**src/rtl/dotp_if.sv**
```systemverilog
// ---------------------------------------------------------------------------
// dotp_if
// Bundles the command, operand, MAC and result signals of the dot-product
// sequencer so they can be passed as a single port.
//
// Signals:
//   start, len, bias          command strobe, vector length, bias
//   busy                      sequencer not idle
//   op_valid, op_ready        operand pair handshake
//   op_a, op_b                operand pair
//   mac_a, mac_b, mac_acc_in  drive into the shared MAC pipeline
//   mac_acc_out               registered output of the MAC
//   res_valid, res_ready      result handshake
//   res_data, res_ovf         128-bit result and sticky saturation flag
//
// Modports:
//   slave   the dotp_seq view
//   master  the surrounding logic (operand fetch, MAC, result consumer)
// ---------------------------------------------------------------------------
interface dotp_if #(
    parameter int LEN_W = 16
);
    logic             start;
    logic [LEN_W-1:0] len;
    logic [63:0]      bias;
    logic             busy;
    logic             op_valid;
    logic             op_ready;
    logic [63:0]      op_a;
    logic [63:0]      op_b;
    logic [63:0]      mac_a;
    logic [63:0]      mac_b;
    logic [63:0]      mac_acc_in;
    logic [127:0]     mac_acc_out;
    logic             res_valid;
    logic             res_ready;
    logic [127:0]     res_data;
    logic             res_ovf;

    modport slave (
        input  start, len, bias, op_valid, op_a, op_b, mac_acc_out, res_ready,
        output busy, op_ready, mac_a, mac_b, mac_acc_in, res_valid, res_data, res_ovf
    );

    modport master (
        output start, len, bias, op_valid, op_a, op_b, mac_acc_out, res_ready,
        input  busy, op_ready, mac_a, mac_b, mac_acc_in, res_valid, res_data, res_ovf
    );
endinterface

```
**src/rtl/dotp_seq.sv**
```systemverilog
// ---------------------------------------------------------------------------
// dotp_seq
// Dot-product sequencer in front of a shared 64x64 MAC pipeline. A start
// command latches a vector length and a 64-bit bias, operand pairs are issued
// to the MAC one per cycle, and each issue carries a tag down a shadow
// pipeline so the returning MAC outputs can be summed into a 128-bit result.
//
// Ports:
//   clk   rising-edge clock
//   rst   asynchronous, active-high reset
//   bus   dotp_if.slave (command, operands, MAC side, result side)
//
// Parameters:
//   LEN_W    width of the vector length
//   MAC_LAT  register stages in the attached MAC (a/b sampled to acc_out)
//
// Build option:
//   DOTP_SAT_EN  when defined the accumulator saturates at 2^128-1 and
//                res_ovf records a carry out; otherwise the sum wraps and
//                res_ovf stays 0.
// ---------------------------------------------------------------------------
module dotp_seq #(
    parameter int LEN_W   = 16,
    parameter int MAC_LAT = 3
) (
    input logic   clk,
    input logic   rst,
    dotp_if.slave bus
);

    localparam logic [1:0] S_IDLE  = 2'd0;
    localparam logic [1:0] S_RUN   = 2'd1;
    localparam logic [1:0] S_DRAIN = 2'd2;
    localparam logic [1:0] S_DONE  = 2'd3;

    logic [1:0]       r_state;
    logic [LEN_W-1:0] r_remaining;
    logic [63:0]      r_bias;
    logic [63:0]      r_mac_a;
    logic [63:0]      r_mac_b;
    logic [127:0]     r_acc;
    logic             r_ovf;
    logic             r_first_pending;
    // Stage 0 lines up with mac_a/mac_b, stage 1 with the product register,
    // stage MAC_LAT with acc_out.
    logic [MAC_LAT:0] r_tag_valid;
    logic [MAC_LAT:0] r_tag_first;

    logic             w_hs;
    logic             w_last;
    logic             w_pipe_empty;
    logic [127:0]     w_acc_next;
    logic             w_carry;

    assign w_hs         = (r_state == S_RUN) && bus.op_valid;
    assign w_last       = w_hs && (r_remaining == LEN_W'(1));
    // The acc_out stage is excluded: its add lands on the same edge that
    // leaves DRAIN, so the result is complete on entry to DONE.
    assign w_pipe_empty = ~|r_tag_valid[MAC_LAT-1:0];

`ifdef DOTP_SAT_EN
    logic [128:0] w_sum;
    assign w_sum      = {1'b0, r_acc} + {1'b0, bus.mac_acc_out};
    assign w_carry    = w_sum[128];
    assign w_acc_next = w_sum[128] ? {128{1'b1}} : w_sum[127:0];
`else
    assign w_carry    = 1'b0;
    assign w_acc_next = r_acc + bus.mac_acc_out;
`endif

    // Control FSM, command latching and accumulation of returned MAC values.
    always_ff @(posedge clk or posedge rst) begin
        if (rst) begin
            r_state         <= S_IDLE;
            r_remaining     <= '0;
            r_bias          <= '0;
            r_acc           <= '0;
            r_ovf           <= 1'b0;
            r_first_pending <= 1'b0;
        end else begin
            if (r_tag_valid[MAC_LAT]) begin
                r_acc <= w_acc_next;
                if (w_carry) begin
                    r_ovf <= 1'b1;
                end
            end
            case (r_state)
                S_IDLE: begin
                    if (bus.start) begin
                        r_bias <= bus.bias;
                        r_ovf  <= 1'b0;
                        if (bus.len == '0) begin
                            // Empty vector: the result is just the bias.
                            r_acc   <= {64'd0, bus.bias};
                            r_state <= S_DONE;
                        end else begin
                            r_acc           <= '0;
                            r_remaining     <= bus.len;
                            r_first_pending <= 1'b1;
                            r_state         <= S_RUN;
                        end
                    end
                end
                S_RUN: begin
                    if (w_hs) begin
                        r_remaining     <= r_remaining - LEN_W'(1);
                        r_first_pending <= 1'b0;
                        if (w_last) begin
                            r_state <= S_DRAIN;
                        end
                    end
                end
                S_DRAIN: begin
                    if (w_pipe_empty) begin
                        r_state <= S_DONE;
                    end
                end
                default: begin
                    if (bus.res_ready) begin
                        r_state <= S_IDLE;
                    end
                end
            endcase
        end
    end

    // Operand issue registers and the tag pipeline that shadows the MAC.
    // Bubbles issue zeros with an invalid tag so they are never summed.
    always_ff @(posedge clk or posedge rst) begin
        if (rst) begin
            r_mac_a     <= '0;
            r_mac_b     <= '0;
            r_tag_valid <= '0;
            r_tag_first <= '0;
        end else begin
            r_mac_a     <= w_hs ? bus.op_a : 64'd0;
            r_mac_b     <= w_hs ? bus.op_b : 64'd0;
            r_tag_valid <= {r_tag_valid[MAC_LAT-1:0], w_hs};
            r_tag_first <= {r_tag_first[MAC_LAT-1:0], w_hs && r_first_pending};
        end
    end

    assign bus.busy       = (r_state != S_IDLE);
    assign bus.op_ready   = (r_state == S_RUN);
    assign bus.mac_a      = r_mac_a;
    assign bus.mac_b      = r_mac_b;
    // The bias joins the add stage alongside the product of the first pair.
    assign bus.mac_acc_in = r_tag_first[1] ? r_bias : 64'd0;
    assign bus.res_valid  = (r_state == S_DONE);
    assign bus.res_data   = r_acc;
    assign bus.res_ovf    = r_ovf;

endmodule

```
**src/flat_wrapper.sv**
```systemverilog
// flat-port wrapper written by rule: the top's interface ports become plain ports
module dotp_seq_flat 
#(
    parameter int LEN_W   = 16,
    parameter int MAC_LAT = 3
)
  (clk, rst, bus_start, bus_len, bus_bias, bus_op_valid, bus_op_a, bus_op_b, bus_mac_acc_out, bus_res_ready, bus_busy, bus_op_ready, bus_mac_a, bus_mac_b, bus_mac_acc_in, bus_res_valid, bus_res_data, bus_res_ovf);
  dotp_if #(.LEN_W(LEN_W)) bus_i ();
  input logic clk;
  input logic rst;
  input wire logic [$bits(bus_i.start)-1:0] bus_start;
  input wire logic [$bits(bus_i.len)-1:0] bus_len;
  input wire logic [$bits(bus_i.bias)-1:0] bus_bias;
  input wire logic [$bits(bus_i.op_valid)-1:0] bus_op_valid;
  input wire logic [$bits(bus_i.op_a)-1:0] bus_op_a;
  input wire logic [$bits(bus_i.op_b)-1:0] bus_op_b;
  input wire logic [$bits(bus_i.mac_acc_out)-1:0] bus_mac_acc_out;
  input wire logic [$bits(bus_i.res_ready)-1:0] bus_res_ready;
  output wire logic [$bits(bus_i.busy)-1:0] bus_busy;
  output wire logic [$bits(bus_i.op_ready)-1:0] bus_op_ready;
  output wire logic [$bits(bus_i.mac_a)-1:0] bus_mac_a;
  output wire logic [$bits(bus_i.mac_b)-1:0] bus_mac_b;
  output wire logic [$bits(bus_i.mac_acc_in)-1:0] bus_mac_acc_in;
  output wire logic [$bits(bus_i.res_valid)-1:0] bus_res_valid;
  output wire logic [$bits(bus_i.res_data)-1:0] bus_res_data;
  output wire logic [$bits(bus_i.res_ovf)-1:0] bus_res_ovf;
  assign bus_i.start = bus_start;
  assign bus_i.len = bus_len;
  assign bus_i.bias = bus_bias;
  assign bus_i.op_valid = bus_op_valid;
  assign bus_i.op_a = bus_op_a;
  assign bus_i.op_b = bus_op_b;
  assign bus_i.mac_acc_out = bus_mac_acc_out;
  assign bus_i.res_ready = bus_res_ready;
  assign bus_busy = bus_i.busy;
  assign bus_op_ready = bus_i.op_ready;
  assign bus_mac_a = bus_i.mac_a;
  assign bus_mac_b = bus_i.mac_b;
  assign bus_mac_acc_in = bus_i.mac_acc_in;
  assign bus_res_valid = bus_i.res_valid;
  assign bus_res_data = bus_i.res_data;
  assign bus_res_ovf = bus_i.res_ovf;
  dotp_seq #(.LEN_W(LEN_W), .MAC_LAT(MAC_LAT)) u_core (.clk(clk), .rst(rst), .bus(bus_i));
endmodule
```
**config.mk**
```make
export PLATFORM = sky130hd
export DESIGN_NAME = dotp_seq_flat
export DESIGN_NICKNAME = d
export VERILOG_FILES = /design/src/rtl/dotp_if.sv /design/src/rtl/dotp_seq.sv /design/src/flat_wrapper.sv
export SDC_FILE = /design/constraint.sdc
export NUM_CORES = 1
export LEC_CHECK = 0
export BUFFER_PORTS_ARGS = -buffer_cell sky130_fd_sc_hd__buf_2
export CAP_MARGIN = 25
export CORE_MARGIN = 3
export CORE_UTILIZATION = 25
export CTS_CLUSTER_SIZE = 30
export DETAILED_ROUTE_END_ITERATION = 12
export GPL_TIMING_DRIVEN = 1
export SYNTH_ARGS = -nofsm -noshare
export SYNTH_HDL_FRONTEND = slang
export SYNTH_SLANG_ARGS = --single-unit
```
**constraint.sdc**
```tcl
create_clock -name clk -period 13.7 [get_ports clk]
set_input_delay 1.37 -clock clk [delete_from_list [all_inputs] [get_ports clk]]
set_output_delay 1.37 -clock clk [all_outputs]
set_load 0.01 [all_outputs]
```
# [After elaboration in Yosys (flattened, before gate mapping)]
# Cells that the tools add are included.
# Widths: inputs -> output; s select.
[word_totals] ff_bits=345 input_bits=341 out_inout_bits=324
[classes] n_addsub=2 eq_ne=9 n_mux=22 reduce_logical=12
[ops] cell="$mux 128" count=3
[ops] cell="$mux 64" count=4
[ops] cell="$add 128x128->128" count=1
[ops] cell="$mux 16" count=3
[ops] cell="$pmux 16 s2" count=1
[ops] cell="$eq 16x1->1 const B" count=1
[ops] cell="$logic_not 16->1" count=1
[ops] cell="$sub 16x1->16 const B" count=1
[ops] cell="$mux 2" count=6
[ops] cell="$ne 2x2->1 const B" count=3
[ops] cell="$pmux 2 s3" count=1
[ops] cell="$reduce_and 5->1" count=1
[ops] cell="$eq 2x2->1 const B" count=2
[ops] cell="$ne 2x1->1 const B" count=2
[ops] cell="$reduce_and 4->1" count=1
[ops] cell="$reduce_bool 2->1" count=2
[ops] cell="$reduce_bool 4->1" count=1
[ops] cell="$logic_and 1x1->1" count=3
[ops] cell="$mux 1" count=3
[ops] cell="$reduce_or 3->1" count=1
[ops] cell="$eq 2x1->1 const B" count=1
[ops] cell="$logic_not 2->1" count=1
[ops] cell="$pmux 1 s2" count=1
[ops] cell="$reduce_and 2->1" count=1

# [Logic depth before layout (Yosys ltp)]
[logic_depth] ltp_word=6 mapped_depth=14 ltp_nobuf=14

# [Least setup slack after synthesis]
# Ideal clock, no wire load.
[synth_timing] kind="input-to-reg" startpoint="input bus_mac_acc_out[76]" endpoint="register u_core.r_acc[127] (netlist: u_core.bus.res_data[127])" t_arrival_ps=4216 slack_ps=9406 stages=14 n_path_buf=1 path_cell_list="ha_1 buf_2 a21o_1 a21o_1 a221oi_1 o21ai_1 a221oi_1 a2111oi_2 o31ai_1 o41ai_2 a31oi_1 xor2_1 or3_1 a21oi_1"
[synth_via] elab_chain_cells=4
[synth_rtl] element="start: declaration" line_no="flat_wrapper.sv:17" source="input wire logic [$bits(bus_i.mac_acc_out)-1:0] bus_mac_acc_out;"
[synth_rtl] element="$add 128x128->128 (*)" line_no="dotp_seq.sv:68" source="assign w_acc_next = r_acc + bus.mac_acc_out;"
[synth_rtl] element="$mux 128 (*)" line_no="dotp_seq.sv:81" source="if (r_tag_valid[MAC_LAT]) begin"
[synth_rtl] element="$mux 128" line_no="dotp_seq.sv:89" source="if (bus.start) begin"
[synth_rtl] element="$mux 128 (*)" line_no="dotp_seq.sv:87" source="case (r_state)"
[synth_rtl] element="end signal: assignment" line_no="dotp_seq.sv:82" source="r_acc <= w_acc_next;"
[synth_rtl] element="end signal: assignment" line_no="dotp_seq.sv:94" source="r_acc <= {64'd0, bus.bias};"
[synth_rtl] element="end: declaration" line_no="dotp_seq.sv:41" source="logic [127:0] r_acc;"
# Mark *: on every way between the ends. The rest lies on a longest branch, timed or not.
# A chain may end at the register's enable or synchronous reset.

# [Worst setup path after layout]
[layout_timing] startpoint="input bus_mac_acc_out[0]" endpoint="register u_core.r_acc[122] (netlist: u_core.bus.res_data[122])"
# Same word-level chain as after synthesis.

==> out/summary.txt <==
Status: finished, final reports clean
Yosys warnings: 0
Drt pass-1 iters: 5
Share of synthesized registers carrying an async set or reset: 1.000
GR Util met1: 0.2530
Clock Sink Count: 345
Largest cells by area after synthesis: dfrtp_1 (39%), ha_1 (7.4%), nand2_1 (6.1%)
Placed Cells incl. Taps: 4286
Total Die Area: 93190 µm²
CTS tree: built
Via Count: 22560
Crit-path max FO: 4
Height of the die: 305.3 µm
Largest net degree at the start of global routing: 152
Synth Instances: 2612
Post-cts sizing count: 0
DRC: 0
FP Rows: 109
Synthesized cell area: 22390 µm²
Leakage: 0.01451 µW
# hold bufs at CTS: 0
H-tree depth: 2
Clk slew on worst S/H paths: 0.06 ns
Area Growth Syn to Fin: 25.39%
Layout cells sized above 1: 0.2456
Setup TNS: 0 ns
PwrDens: 220.9 nW/µm²
CP required: 14.16 ns
Initial antenna violation count: 27
Die W: 305.3 µm
Synth top area share: 0.3856
Initial DRC count: 1749
Total GRT Usage: 0.2058
Final Hold Fails: 0
Sequential-to-total area share from yosys stat: 0.3856
Grt ovf: 0
Initial core utilization: 0.2526
Hold slack: 0.3524 ns
RSZ-0062 raised after global routing: false
Worst path arrival time: 5.73 ns
Final net count: 3642
CTS buffer count: 44
# setup viols final: 0
Slew headroom: 0.3202
HPWL Detailed: 78.66 mm
CTS max path bufs: 3
Post-synth EDFFs: 0
Final Skew: 0.02089 ns
Drt total wl: 99.63 mm
Synth area leader: dfrtp_1
DR WL/cell: 22.78 µm
VDD IR max: 0.0001115 V
Max_cap viols: 0
Setup bufs post-CTS: 0
Core footprint: 88650 µm²
Met3 Usage GRT: 0.05023
# IOs: 665
Measured slew at the worst slew-check pin: 1.020 ns
Primary FF master, synth: dfrtp_1
Fin cells: 4374
Clk Latency, worst-skew pair: 0.59 ns
Remaining antenna violation count: 0
Final min period: 5.260 ns
Vias in the first global route: 22690
Seq cells post-synth: 345
Post-route clock period utilization: 0.3840
Port buffer count: 663
Commonest non-fill, non-tap cell in the layout: buf_2
Max Fclk: 190.1 MHz
CP Launch Type: input port
Syn nets: 3087
Most frequent cells in the layout: buf_2 (662), nand2_1 (360), dfrtp_1 (343)
Syn avg cell area: 8.572 µm²
Max-slew violations: 0
First-pass GRT wire length: 146.6 mm
Root Buffer: clkbuf_16
CP endpoint kind: register
Class of the worst hold path: register to register
Vias per inst: 5.158
Gr busiest metal: met2
Yosys cell types: 86
CP Class: input port to register
Final GP Congestion: 0.9555
Met2 Usage GRT: 0.3560
-- worst max-delay path: stages --
cell and delay (ns):
buf_2 0.11, ha_1 0.26, fa_1 0.43, a21oi_1 0.29, o21ai_0 0.27, o211ai_1 0.56, a2111oi_0 0.22, a211oi_1 0.50
o41ai_2 0.16, a21oi_1 0.49, o211ai_2 0.19, a31oi_1 0.44, nor4_1 0.13, a211o_1 0.28
-- flip-flops by register name, summed over array words and instances (netlist names) --
| name | flops |
|---|---|
| u_core.r_tag_first | 2 |
| u_core.r_state | 2 |
| u_core.r_first_pending | 1 |
| u_core.r_tag_valid | 4 |
| u_core.bus.mac_b | 64 |
| u_core.bus.mac_a | 64 |
| u_core.r_bias | 64 |
| u_core.r_remaining | 16 |
| u_core.bus.res_data | 128 |
-- routing by layer --
| metal | share of wire | vias up |
|---|---|---|
| li1 | - | 10490 |
| met1 | 0.41 | 10990 |
| met2 | 0.48 | 906 |
| met3 | 0.081 | 166 |
| met4 | 0.030 | 10 |
| met5 | 0.00064 | - |
-- cell usage after synthesis (all sizes together) (10+ instances only) --
cell type	n
nand2	361
buf	56
a21o	74
a211oi	14
nand2b	12
o21a	21
o21ai	150
mux2i	85
and3	146
o21bai	44
nor3	48
nand4	65
o31ai	11
inv	43
or3	10
a31oi	30
and2	80
xor2	48
clkbuf	115
o211ai	14
nor2	166
o22ai	74
xnor2	60
dfrtp	345
ha	133
nand3	48
a21oi	250
-- kinds of logic (layout without fill, tap and decap cells) --
kind of cell               Yosys count  after routing  synth area share
DFF                                345            345            0.3856
AOI/OAI and AO/OA                  740            740            0.2043
adders and majority gates          134            134           0.07522
other                                1             10         0.0001675
and+or+nand+nor                    984            984            0.2149
muxes                               85             85           0.03800
xor gates and xnor gates           108            108           0.04225
buffers and inverters              215            803           0.03956
-- layout make-up --
| type | instances | area (µm²) |
|---|---|---|
| clock buffer | 57 | 1211 |
| clock inverter | 22 | 217.7 |
| fill | 9546 | 60570 |
| sequential | 345 | 8638 |
| timing repair buffer | 680 | 3461 |
| antenna | 9 | 22.52 |
| inverter | 44 | 172.7 |
| multi-input combinational | 2052 | 12890 |
| tap | 1165 | 1458 |
-- per-stage QoR --
stage | area [µm²] | setup slack (ns) | total power, µW | util
detailed placement | 26620 | 7.877 | 5003 | 0.3003
global route | 28070 | 8.309 | 6634 | 0.3166
global placement | 26620 | 8.032 | 4980 | 0.3003
floorplan | 22390 | 2.765 | 3841 | -
finish | 28070 | 8.440 | 6202 | 0.3167
CTS | 28050 | 8.506 | 6213 | 0.3164
-- power by group --
part / switching (µW) / internal (µW) / leakage (µW) / total, µW
combinational: 2150 / 1230 / 0.00927 / 3380
clock: 505 / 670 / 0.000706 / 1170
sequential: 287 / 1360 / 0.00453 / 1650
total: 2940 / 3260 / 0.0145 / 6200
-- path summary, 6_finish.rpt --
| path | from | endpoint | slack [ns] | cells after the start |
|---|---|---|---|---|
| min in group asynchronous | rst | u_core.bus.mac_a[9]$_DFF_PP0_ | 0.84 | 2 |
| worst min register to register | u_core.r_tag_first[0]$_DFF_PP0_ | u_core.r_tag_first[1]$_DFF_PP0_ | 0.35 | 0 |
| max in group asynchronous | rst | u_core.r_tag_valid[3]$_DFF_PP0_ | 10.74 | 4 |
| worst min-delay path | u_core.r_tag_first[0]$_DFF_PP0_ | u_core.r_tag_first[1]$_DFF_PP0_ | 0.35 | 0 |
| worst max register to register | u_core.bus.res_data[0]$_DFF_PP0_ | u_core.bus.res_data[122]$_DFF_PP0_ | 8.91 | 13 |
| worst max-delay path | bus_mac_acc_out[0] | u_core.bus.res_data[122]$_DFF_PP0_ | 8.44 | 14 |
Power figures use the tool's default switching activity.
